### config.mk
export PLATFORM = sky130hd
export DESIGN_NAME = fc_layer_loader
export DESIGN_NICKNAME = d
export VERILOG_FILES = /design/src/rtl/fc_pkg.sv /design/src/rtl/fc_layer_loader.sv
export SDC_FILE = /design/constraint.sdc
export NUM_CORES = 1
export LEC_CHECK = 0
export ABC_AREA = 1
export BUFFER_PORTS_ARGS = -buffer_cell sky130_fd_sc_hd__buf_2
export CORE_MARGIN = 10
export CORE_UTILIZATION = 48
export CTS_CLUSTER_SIZE = 12
export DETAILED_ROUTE_END_ITERATION = 10
export PLACE_DENSITY = 0.87
export SLEW_MARGIN = 10
export SYNTH_ARGS = -nofsm -noshare
export SYNTH_HDL_FRONTEND = slang
export SYNTH_SLANG_ARGS = --single-unit
### constraint.sdc
create_clock -name clk -period 1.7 [get_ports clk]
set_clock_uncertainty 0.1 [all_clocks]
set_input_delay 0.085 -clock clk [delete_from_list [all_inputs] [get_ports clk]]
set_output_delay 0.085 -clock clk [all_outputs]
set_load 0.02 [all_outputs]
### src/rtl/fc_pkg.sv
// Shared types and default sizing for the fully-connected neuron layer.
// Used by the layer loader and by the neuron layer it fills.
package fc_pkg;

    localparam int FC_SIZE     = 16;
    localparam int FC_LAYER_SZ = 2;

    typedef enum logic [2:0] {
        ST_IDLE,
        ST_CLEAR,
        ST_LOAD,
        ST_SETTLE,
        ST_FULL
    } fc_state_e;

endpackage

### src/rtl/fc_layer_loader.sv
// Streams LAYER_SZ input beats into a neuron layer, one write per beat.
// FC_LOADER_AUTOCLEAR_EN adds a one-cycle layer_reset pulse before each fill.
module fc_layer_loader
    import fc_pkg::*;
#(
    parameter int SIZE     = FC_SIZE,
    parameter int LAYER_SZ = FC_LAYER_SZ,
    localparam int ADDR_W  = $clog2(LAYER_SZ)
) (
    input  logic              clk,
    input  logic              reset_n,
    input  logic              start,
    input  logic              in_valid,
    input  logic [SIZE-1:0]   in_data,
    output logic              in_ready,
    output logic              load_en,
    output logic [ADDR_W-1:0] load_address,
    output logic [SIZE-1:0]   load_value,
    output logic              layer_reset,
    output logic              layer_full,
    input  logic              consume,
    output logic              busy
);

    localparam logic [ADDR_W-1:0] LAST = ADDR_W'(LAYER_SZ - 1);

    fc_state_e         state_q, state_d;
    logic [ADDR_W-1:0] cnt_q, cnt_d;
    logic              load_en_q, load_en_d;
    logic [ADDR_W-1:0] load_address_q, load_address_d;
    logic [SIZE-1:0]   load_value_q, load_value_d;
    logic              layer_full_q, layer_full_d;
    logic              busy_q, busy_d;
`ifdef FC_LOADER_AUTOCLEAR_EN
    logic              layer_reset_q, layer_reset_d;
`endif

    always_comb begin
        state_d        = state_q;
        cnt_d          = cnt_q;
        load_en_d      = 1'b0;
        load_address_d = load_address_q;
        load_value_d   = load_value_q;
        unique case (state_q)
            ST_IDLE: begin
                if (start) begin
`ifdef FC_LOADER_AUTOCLEAR_EN
                    state_d = ST_CLEAR;
`else
                    state_d = ST_LOAD;
`endif
                    cnt_d = '0;
                end
            end
`ifdef FC_LOADER_AUTOCLEAR_EN
            ST_CLEAR: begin
                state_d = ST_LOAD;
                cnt_d   = '0;
            end
`endif
            ST_LOAD: begin
                if (in_valid) begin
                    load_en_d      = 1'b1;
                    load_address_d = cnt_q;
                    load_value_d   = in_data;
                    // The beat at the last address closes the fill; no wrap.
                    if (cnt_q == LAST) begin
                        state_d = ST_SETTLE;
                        cnt_d   = '0;
                    end else begin
                        cnt_d = cnt_q + ADDR_W'(1);
                    end
                end
            end
            ST_SETTLE: state_d = ST_FULL;
            ST_FULL: begin
                if (consume) state_d = ST_IDLE;
            end
            default: state_d = ST_IDLE;
        endcase
        layer_full_d = (state_d == ST_FULL);
        busy_d       = (state_d != ST_IDLE);
`ifdef FC_LOADER_AUTOCLEAR_EN
        layer_reset_d = (state_d == ST_CLEAR);
`endif
    end

    always_ff @(posedge clk or negedge reset_n) begin
        if (!reset_n) begin
            state_q        <= ST_IDLE;
            cnt_q          <= '0;
            load_en_q      <= 1'b0;
            load_address_q <= '0;
            load_value_q   <= '0;
            layer_full_q   <= 1'b0;
            busy_q         <= 1'b0;
`ifdef FC_LOADER_AUTOCLEAR_EN
            layer_reset_q  <= 1'b0;
`endif
        end else begin
            state_q        <= state_d;
            cnt_q          <= cnt_d;
            load_en_q      <= load_en_d;
            load_address_q <= load_address_d;
            load_value_q   <= load_value_d;
            layer_full_q   <= layer_full_d;
            busy_q         <= busy_d;
`ifdef FC_LOADER_AUTOCLEAR_EN
            layer_reset_q  <= layer_reset_d;
`endif
        end
    end

    assign in_ready     = (state_q == ST_LOAD);
    assign load_en      = load_en_q;
    assign load_address = load_address_q;
    assign load_value   = load_value_q;
    assign layer_full   = layer_full_q;
    assign busy         = busy_q;
`ifdef FC_LOADER_AUTOCLEAR_EN
    assign layer_reset  = layer_reset_q;
`else
    assign layer_reset  = 1'b0;
`endif

endmodule

==> metrics, run 1 <==
first-pass GRT wire length=4160 um; most common cell after layout, fill and taps aside=nand2_1; setup bufs post-CTS=0; Fillers=130; Avg WL per Cell=13.3 um; max-cap viol count=0; Cells after Synth=102; remaining antenna violation count after routing=0; DP Worst Slack=0.309 ns; Area Growth Syn to Fin=45.1%; Die X=64.0 um; maximum number of pins on one net before global-route repair=25; placer congestion estimate=0.710; CTS clk-pin slew, worst paths=0.12 ns; Critical Path, Cell by Cell=inv_1 > nand4_2 > inv_2 > nand2_1 > nand2_1; RR Endpoint=load_value[14]; Ports=43; Core Rows=15; Worst Max-Slew Pin Slew=0.512 ns; average via count per standard cell=4.68; Critical Path Slowest Stage Cell=dfrtp_1; CP max FO=17; core area=1780 um^2; WP data arrival=1.54 ns; leakage=0.000787 uW; status=completed; Crit path top cell by count=nand2_1; Hold Path Depth=3; Initial Utilization=0.520; Period minus WS final=1.40 ns; commonest cells after routing, fill and taps aside=nand2_1 (56), buf_2 (41), dfrtp_1 (24); initial antenna violation count=0; PwrDens=1690 nW/um^2; Worst Setup End Kind=flop; CP Launch Type=flop; Port Buffers=41; R2R depth=5; Buf+Inv Stages, Crit Path=2; reg-to-reg critical path startpoint=state_q[2]; vias=870; Die Area=4090 um^2; CP Data Required Time=1.84 ns; Hold Crit Class=input pin to flop; Hold Crit Start=start; grt total ovfl=0; final hold violation count=0; Synth Warn #=0; Final setup viols=0; Final period util=0.824; DR iter-0 viols=19; crit-path max cell delay=0.41 ns; share of cells above drive strength 1=0.292; Rel. slew slack=0.659; flop2flop setup slack=0.30 ns; Max Root-Sink Buffers=2; all-layer global routing usage=0.125; critical path's top delay family=buffers and inverters; nets@finish=184; cell area after synthesis=927 um^2; worst-skew pair later-pin latency=0.30 ns; register bit total from synthesis=24; CTS Sinks=24; die height=64.0 um; placed wire-length estimate=1750 um; syn nets=123; worst setup margin=0.300 ns; vias in the first global route=918; Peak Freq=714 MHz; Final Max Tran Viols=0; Residual DRC=0; drt pass-1 iters=4; Routed WL=2470 um; Peak supply drop=0.000986 V; Ant. Diodes=0; post-synthesis sequential area ratio=0.648; number of buffers created by CTS=3; CTS tree=done; RSZ-0062 raised after global routing=false; post-synth cell types=14; Crit Path Class=flop to flop; hold endpoint=state_q[1]; Avg Synthesized Cell Area=9.09 um^2; H-tree Lvls=1; CTS Root Cell=clkbuf_4; total negative setup slack=0 ns
## power by group
group	leakage, uW	switching [uW]	total (uW)	internal (uW)
combinational	0.000474	724	1080	360
clock	0.0000138	146	229	82.5
sequential	0.000299	139	960	821
## sequential cells by signal (all words and copies together) (netlist names)
register / count
busy: 1
cnt_q: 1
layer_full: 1
load_address: 1
load_en: 1
load_value: 16
state_q: 3
## cell families after synthesis
kind of cell	share of synthesized area
DFF	0.648
buffers and inverters	0.0553
other	0.00404
AOI/OAI and AO/OA	0.00539
and+or+nand+nor	0.287
## cell usage after synthesis
cell      number  area, um^2
nand2_1       56         210
dfrtp_1       24         601
inv_1          5        18.8
nor2_1         4        15.0
nand3_1        3        15.0
buf_2          2        10.0
buf_4          1        7.51
buf_6          1        11.3
conb_1         1        3.75
inv_2          1        3.75
nand3b_1       1        7.51
nand4_1        1        6.26
nand4_2        1        12.5
o21ai_1        1        5.00
## worst min-delay path: stages
cell     delay, ns
buf_2         0.10
nand3_1       0.14
nand2_1       0.07
## repair_timing
item,CTS,global route
resized for setup,0,0
hold buffers,18,0
endpoints found under the hold margin,42,0
## worst max path at each step
stage | from | endpoint | cells after the start
CTS | state_q[2] | load_value[14] | 5
global route | state_q[2] | load_value[2] | 5
floorplan | state_q[0] | cnt_q | 5
detailed placement | state_q[2] | load_value[3] | 5
global placement | state_q[2] | load_value[13] | 5
finish | state_q[2] | load_value[14] | 5
## per-stage QoR
| step | cells | utilization | total power, uW | area, um^2 | hold slack [ns] |
|---|---|---|---|---|---|
| after global placement | 165 | 0.641 | 1980 | 1140 | -0.0222 |
| after detailed placement | 165 | 0.641 | 2030 | 1140 | -0.0106 |
| after CTS | 186 | 0.754 | 2300 | 1350 | 0.0130 |
| final | 186 | 0.754 | 2270 | 1350 | 0.0189 |
| after floorplan | 102 | - | 1650 | 927 | -0.311 |
| after global routing | 186 | 0.754 | 2450 | 1350 | 0.0311 |
## cell type report
cell class	count	area, um^2	share of cell area
Clock buffer	3	22.5	0.0167
Tap cell	25	31.3	0.0233
Inverter	6	22.5	0.0167
Multi-Input combinational cell	68	275	0.205
Sequential cell	24	601	0.447
Timing Repair Buffer	60	393	0.292
## routing by layer
metal | part of all wire | up-vias | GRT usage
met3 | 0.084 | 4 | 0.0505
met5 | 0 | - | 0
li1 | - | 424 | -
met1 | 0.38 | 406 | 0.133
met4 | 0.017 | 0 | 0.0601
met2 | 0.52 | 36 | 0.210
Note: power is estimated with default switching activity, not from simulation.
==> inputs of run 2 (changes only) <==
- ABC_AREA: 1 -> 0
- CORE_UTILIZATION: 48 -> 41
- PLACE_DENSITY: 0.87 -> 0.79
- clock period: 1.7 -> 1.1 ns (I/O delays scaled with it)
==> metrics, run 2 <==
all-layer global routing usage=0.107 (-0.0174); number of buffers created by CTS=3 (unchanged); average via count per standard cell=4.76 (+1.7%); Hold Crit Class=input pin to flop; first-pass GRT wire length=3870 um (-7.0%); placer congestion estimate=0.696 (-2.0%); vias=766 (-12%); CTS Sinks=24 (unchanged); gr busiest metal=met2; Area Growth Syn to Fin=64.5%; CTS clk-pin slew, worst paths=0.13 ns (about the same); drt pass-1 iters=4 (unchanged); Critical Path, Cell by Cell=nor3b_4 > and2_4 > buf_12 > mux2_2; post-synthesis compound-gate area fraction=0.0345 (+0.0291); Final setup viols=24 (+24); status=finished with violations; Initial Utilization=0.435 (-0.0855); Register Area=602 um^2 (+0.21%); die height=68.9 um (+7.7%); hold_ws=-0.0714 ns (-0.0903 ns); post-synthesis sequential area ratio=0.613 (-0.0347); Fillers=151 (+16%); number of flops mapped to enable cells by yosys=0 (unchanged); Inst Count DP=135 (-18%); H-tree Lvls=1 (unchanged); Core Rows=17 (+2); Avg WL per Cell=17.8 um (+34%); post-synthesis xor/xnor area fraction=0 (unchanged); WP data arrival=1.64 ns (+0.10 ns); flop2flop setup slack=-0.42 ns (-0.72 ns); Top FF cell, synth=dfrtp_1; Crit Path Class=flop to flop; Die Area=4740 um^2 (+16%); Die X=68.9 um (+7.7%); maximum number of pins on one net before global-route repair=25 (unchanged); most common cell after layout, fill and taps aside=buf_2; final hold violation count=3 (+3); leakage=0.000797 uW (+1.3%); core area=2250 um^2 (+26%); top cells by area, synth=dfrtp_1 (61%), mux2_4 (14%), mux2_2 (9.2%); Residual DRC=0 (unchanged); max-cap viol count=0 (unchanged); post-synth cell types=17 (+3); Final Max Tran Viols=0 (unchanged); Cells after Synth=61 (-40%); CTS tree=done; Ant. Diodes=0 (unchanged); remaining antenna violation count after routing=0 (unchanged); main combinational cell family by area after synthesis=multiplexers; most frequent cells after synthesis=dfrtp_1 (24), mux2_4 (9), mux2_2 (8); total negative setup slack=-8.54 ns (-8.54 ns); CP Launch Type=flop; multi-input logic area=379 um^2 (+38%); asr flop ratio synth=1.00 (unchanged); share of cells above drive strength 1=0.632 (+0.340); met2 usage=0.174 (-0.0367); Port Buffers=41 (unchanged); simple-gate share of the synthesized area=0.0626 (-0.225); Peak Freq=659 MHz (-7.8%); met1 usage in global routing=0.128 (-0.00423); Synth area leader=dfrtp_1; cell area after synthesis=980 um^2 (+5.7%); crit-path max cell delay=0.44 ns (+0.03 ns); Avg Synthesized Cell Area=16.1 um^2 (+77%); most common cell in the synthesized netlist=dfrtp_1; syn nets=82 (-33%); worst-skew pair later-pin latency=0.32 ns (+0.02 ns); Synth top area share=0.613 (-0.0347); DR iter-0 viols=29 (+10); Worst Max-Slew Pin Slew=0.524 ns (+0.0115 ns); Non-Filler Instances=161 (-13%); vias in the first global route=804 (-12%); Rel. slew slack=0.651 (-0.00765); initial antenna violation count=0 (unchanged); commonest cells after routing, fill and taps aside=buf_2 (39), dfrtp_1 (23), dlygate4sd3_1 (19); Ports=43 (unchanged); Routed WL=2860 um (+16%); worst setup margin=-0.418 ns (-0.718 ns); Largest register FFs=16 (unchanged); RSZ-0062 raised after global routing=true; nets@finish=155 (-16%); Final period util=1.38 (+0.556); post-synthesis adder-cell area fraction=0 (unchanged); PwrDens=2910 nW/um^2 (+72%); CP Data Required Time=1.22 ns (-0.62 ns); grt total ovfl=0 (unchanged); Buf+Inv Stages, Crit Path=1 (-1); critical path's top delay family=flip-flops; Max Root-Sink Buffers=2 (unchanged); Worst Setup End Kind=flop; Period minus WS final=1.52 ns (+0.118 ns); register bit total from synthesis=24 (unchanged); CTS Root Cell=clkbuf_4; M3 GR Usage=0.0403 (-0.0103); failing checks=hold timing, setup timing; Design Area, Final=1610 um^2 (+20%); CP max FO=6 (-11); Synth Warn #=0 (unchanged); Peak supply drop=0.00184 V (+87%); Critical Path Slowest Stage Cell=dfrtp_1; multiplexer share of the synthesized area=0.230 (+0.230); Post-CTS Hold Buffers=19 (+1); Area after DPL=1250 um^2 (+9.5%)
## run 2: layout make-up
cell class                      instances  share of cell area
Clock buffer                            3              0.0140
Tap cell                               28              0.0217
Inverter                                2             0.00466
Clock inverter                          1              0.0186
Timing Repair Buffer                   71               0.332
Multi-Input combinational cell         32               0.235
Sequential cell                        24               0.373
## run 2: kinds of logic (layout without fill, tap and decap cells)
kind of cell,after synthesis,count (layout)
flops,24,24
buf+inv,5,77
compound gates,6,6
other cells,1,1
mux,17,17
simple gates,8,8
## run 2: layer usage
metal,wire length [um],vias to the layer above
met5,0,-
met4,37,0
met3,318,5
met2,1330,30
met1,1170,378
li1,-,353
## run 2: power breakdown
part	leakage, uW	internal (uW)	switching (uW)	total [uW]
registers	0.000285	1290	242	1540
logic	0.000484	1330	1190	2520
clock network	0.0000279	369	266	635
## run 2: worst paths after layout
| kind | startpoint | endpoint | depth (start not counted) |
|---|---|---|---|
| setup / recovery | state_q[2] | load_value[0] | 4 |
| hold / removal | consume | state_q[2] | 3 |
| setup reg to reg | state_q[2] | load_value[0] | 4 |
| hold reg to reg | load_value[7] | load_value[7] | 1 |
| max in group asynchronous | reset_n | state_q[0] | 2 |
| min in group asynchronous | reset_n | load_value[9] | 2 |
## run 2: tightest hold or removal path: stages
cell and delay, ns:
buf_2 0.08, or4b_4 0.14, o21ai_2 0.05
## run 2: repair_timing
| item | 4_1_cts | 5_1_grt |
|---|---|---|
| hold endpoints to repair | 46 | 3 |
| gates resized for setup | 9 | 16 |
| setup buffers | 3 | 2 |
| pin swaps | 1 | 3 |
| gates cloned | 0 | 1 |
| endpoints found under the setup margin | 23 | 27 |
## run 2: per-stage QoR
stage | total power (uW) | setup slack (ns) | utilization
2_1_floorplan | 2910 | -0.620 | -
3_3_place_gp | 3550 | -0.374 | 0.555
3_5_place_dp | 3620 | -0.400 | 0.555
4_1_cts | 4410 | -0.397 | 0.679
5_1_grt | 4960 | -0.471 | 0.715
6_report | 4690 | -0.418 | 0.715
==> inputs of run 3 (changes only) <==
- ABC_AREA: 0 -> 1
- CORE_UTILIZATION: 41 -> 40
- PLACE_DENSITY: 0.79 -> 0.78
==> metrics, run 3 (synthesized netlist as in run 1, its figures left out) <==
worst setup path start=state_q[2]; Rel. slew slack=0.656 (+0.00496); Peak Freq=771 MHz (+17%); Fillers=173 (+15%); CP max FO=2 (-4); Crit Path Class=flop to output pin; CTS Sinks=24 (unchanged); reg-to-reg critical path startpoint=state_q[1]; top routing layer used=met4; Worst Setup End Kind=output pin; Final Util=0.697 (-0.0174); CTS Root Cell=clkbuf_4; CP Launch Type=flop; Hold Crit Class=input pin to flop; met3 wire len=224 um (-30%); Max Root-Sink Buffers=2 (unchanged); maximum number of pins on one net before global-route repair=25 (unchanged); Initial Utilization=0.419 (-0.0154); PwrDens=2740 nW/um^2 (-5.9%); placer congestion estimate=0.716 (+2.8%); Core Rows=17 (unchanged); CTS tree=done; remaining antenna violation count after routing=0 (unchanged); Die Area=4640 um^2 (-2.1%); average via count per standard cell=4.64 (-2.6%); first-pass GRT wire length=4580 um (+18%); Worst Max-Slew Pin Slew=0.516 ns (-0.00745 ns); max-cap viol count=0 (unchanged); CP Data Required Time=0.94 ns (-0.28 ns); WP data arrival=1.14 ns (-0.50 ns); share of cells above drive strength 1=0.413 (-0.219); Area Growth Syn to Fin=66.4%; worst-skew pair later-pin latency=0.31 ns (about the same); commonest cells after routing, fill and taps aside=nand2_1 (50), buf_2 (40), dfrtp_1 (24); H-tree Lvls=1 (unchanged); die height=68.1 um (-1.1%); Final period util=1.18 (-0.201); worst setup margin=-0.196 ns (+0.221 ns); Die X=68.1 um (-1.1%); vias in the first global route=980 (+22%); Ant. Diodes=0 (unchanged); Avg WL per Cell=14.2 um (-20%); Routed WL=2830 um (-0.84%); final hold violation count=0 (-3); Ports=43 (unchanged); Residual DRC=0 (unchanged); DP Worst Slack=-0.0848 ns (+0.315 ns); Largest register FFs=16 (unchanged); most common cell after layout, fill and taps aside=nand2_1; M1 wire length=1120 um (-4.5%); number of buffers created by CTS=3 (unchanged); met2 wire length=1470 um (+10%); Hold Crit Start=in_valid; Peak supply drop=0.00173 V (-6.2%); status=finished with violations; leakage=0.000856 uW (+7.4%); placed wire-length estimate=1810 um; drt pass-1 iters=4 (unchanged); RSZ-0062 raised after global routing=true; Final setup viols=24 (unchanged); failing checks=setup timing; vias=927 (+21%); nets@finish=194 (+25%); grt total ovfl=0 (unchanged); Period minus WS final=1.30 ns (-0.221 ns); Port Buffers=41 (unchanged); CTS clk-pin slew, worst paths=0.13 ns (about the same); initial antenna violation count=0 (unchanged); Final Max Tran Viols=0 (unchanged); all-layer global routing usage=0.128 (+0.0203); core area=2210 um^2 (-1.9%); DR iter-0 viols=34 (+17%)
-- run 3: cell count changes in the layout (fill, tap and decap cells not counted), sizes merged, moves of 2 or more --
| cell | change |
|---|---|
| nor2 | +3 |
| inv | +4 |
| o21ai | -3 |
| nand2 | +55 |
| nand4 | +2 |
| or4b | -2 |
| mux2 | -17 |
| nand3 | +3 |
-- run 3: final timing paths --
path	endpoint	slack [ns]	cells after the start
min in group asynchronous	load_address	0.14	2
min reg2reg	load_value[13]	0.40	2
max	in_ready	-0.20	5
min	load_en	0.04	3
max reg2reg	cnt_q	-0.17	7
max in group asynchronous	load_value[1]	0.41	2
-- run 3: report_power, final --
part           switching, uW  internal, uW
logic                   1350           913
registers                233          1270
clock network            258           202
-- run 3: repair_timing --
action	in CTS	in global routing
pin swaps	2	6
hold buffers	19	0
endpoints found under the hold margin	44	0
setup buffers	3	1
endpoints found under the setup margin	20	25
cloned	2	0
resized for setup	22	11
-- run 3: per-stage QoR --
stage	instance area (um^2)	power, uW	hold slack (ns)	setup TNS [ns]	cells
2_1_floorplan	927	2560	-0.341	0	102
3_3_place_gp	1170	3130	-0.0527	-0.188	171
3_5_place_dp	1170	3190	-0.0401	-1.19	171
4_1_cts	1500	4060	0.0441	-2.68	199
5_1_grt	1540	4520	0.0406	-4.49	200
6_report	1540	4220	0.0358	-3.17	200
-- run 3: worst max-delay path, stage by stage, from the launching register on --
cell and delay (ns):
dfrtp_1 0.41, buf_6 0.13, nor2_4 0.07, nand2_2 0.06, inv_2 0.05, buf_6 0.10
-- run 3: final cells by class --
| type | instances | area, um^2 | area share |
|---|---|---|---|
| Sequential cell | 24 | 601 | 0.389 |
| Timing Repair Buffer | 70 | 503 | 0.326 |
| Multi-Input combinational cell | 68 | 338 | 0.219 |
| Clock buffer | 4 | 36.3 | 0.0235 |
| Tap cell | 28 | 35.0 | 0.0227 |
| Inverter | 6 | 30.0 | 0.0195 |
-- run 3: routing by layer --
metal	global-route usage	vias to the layer above
met2	0.206	36
met4	0.0452	0
met5	0	-
li1	-	443
met3	0.0457	4
met1	0.154	444
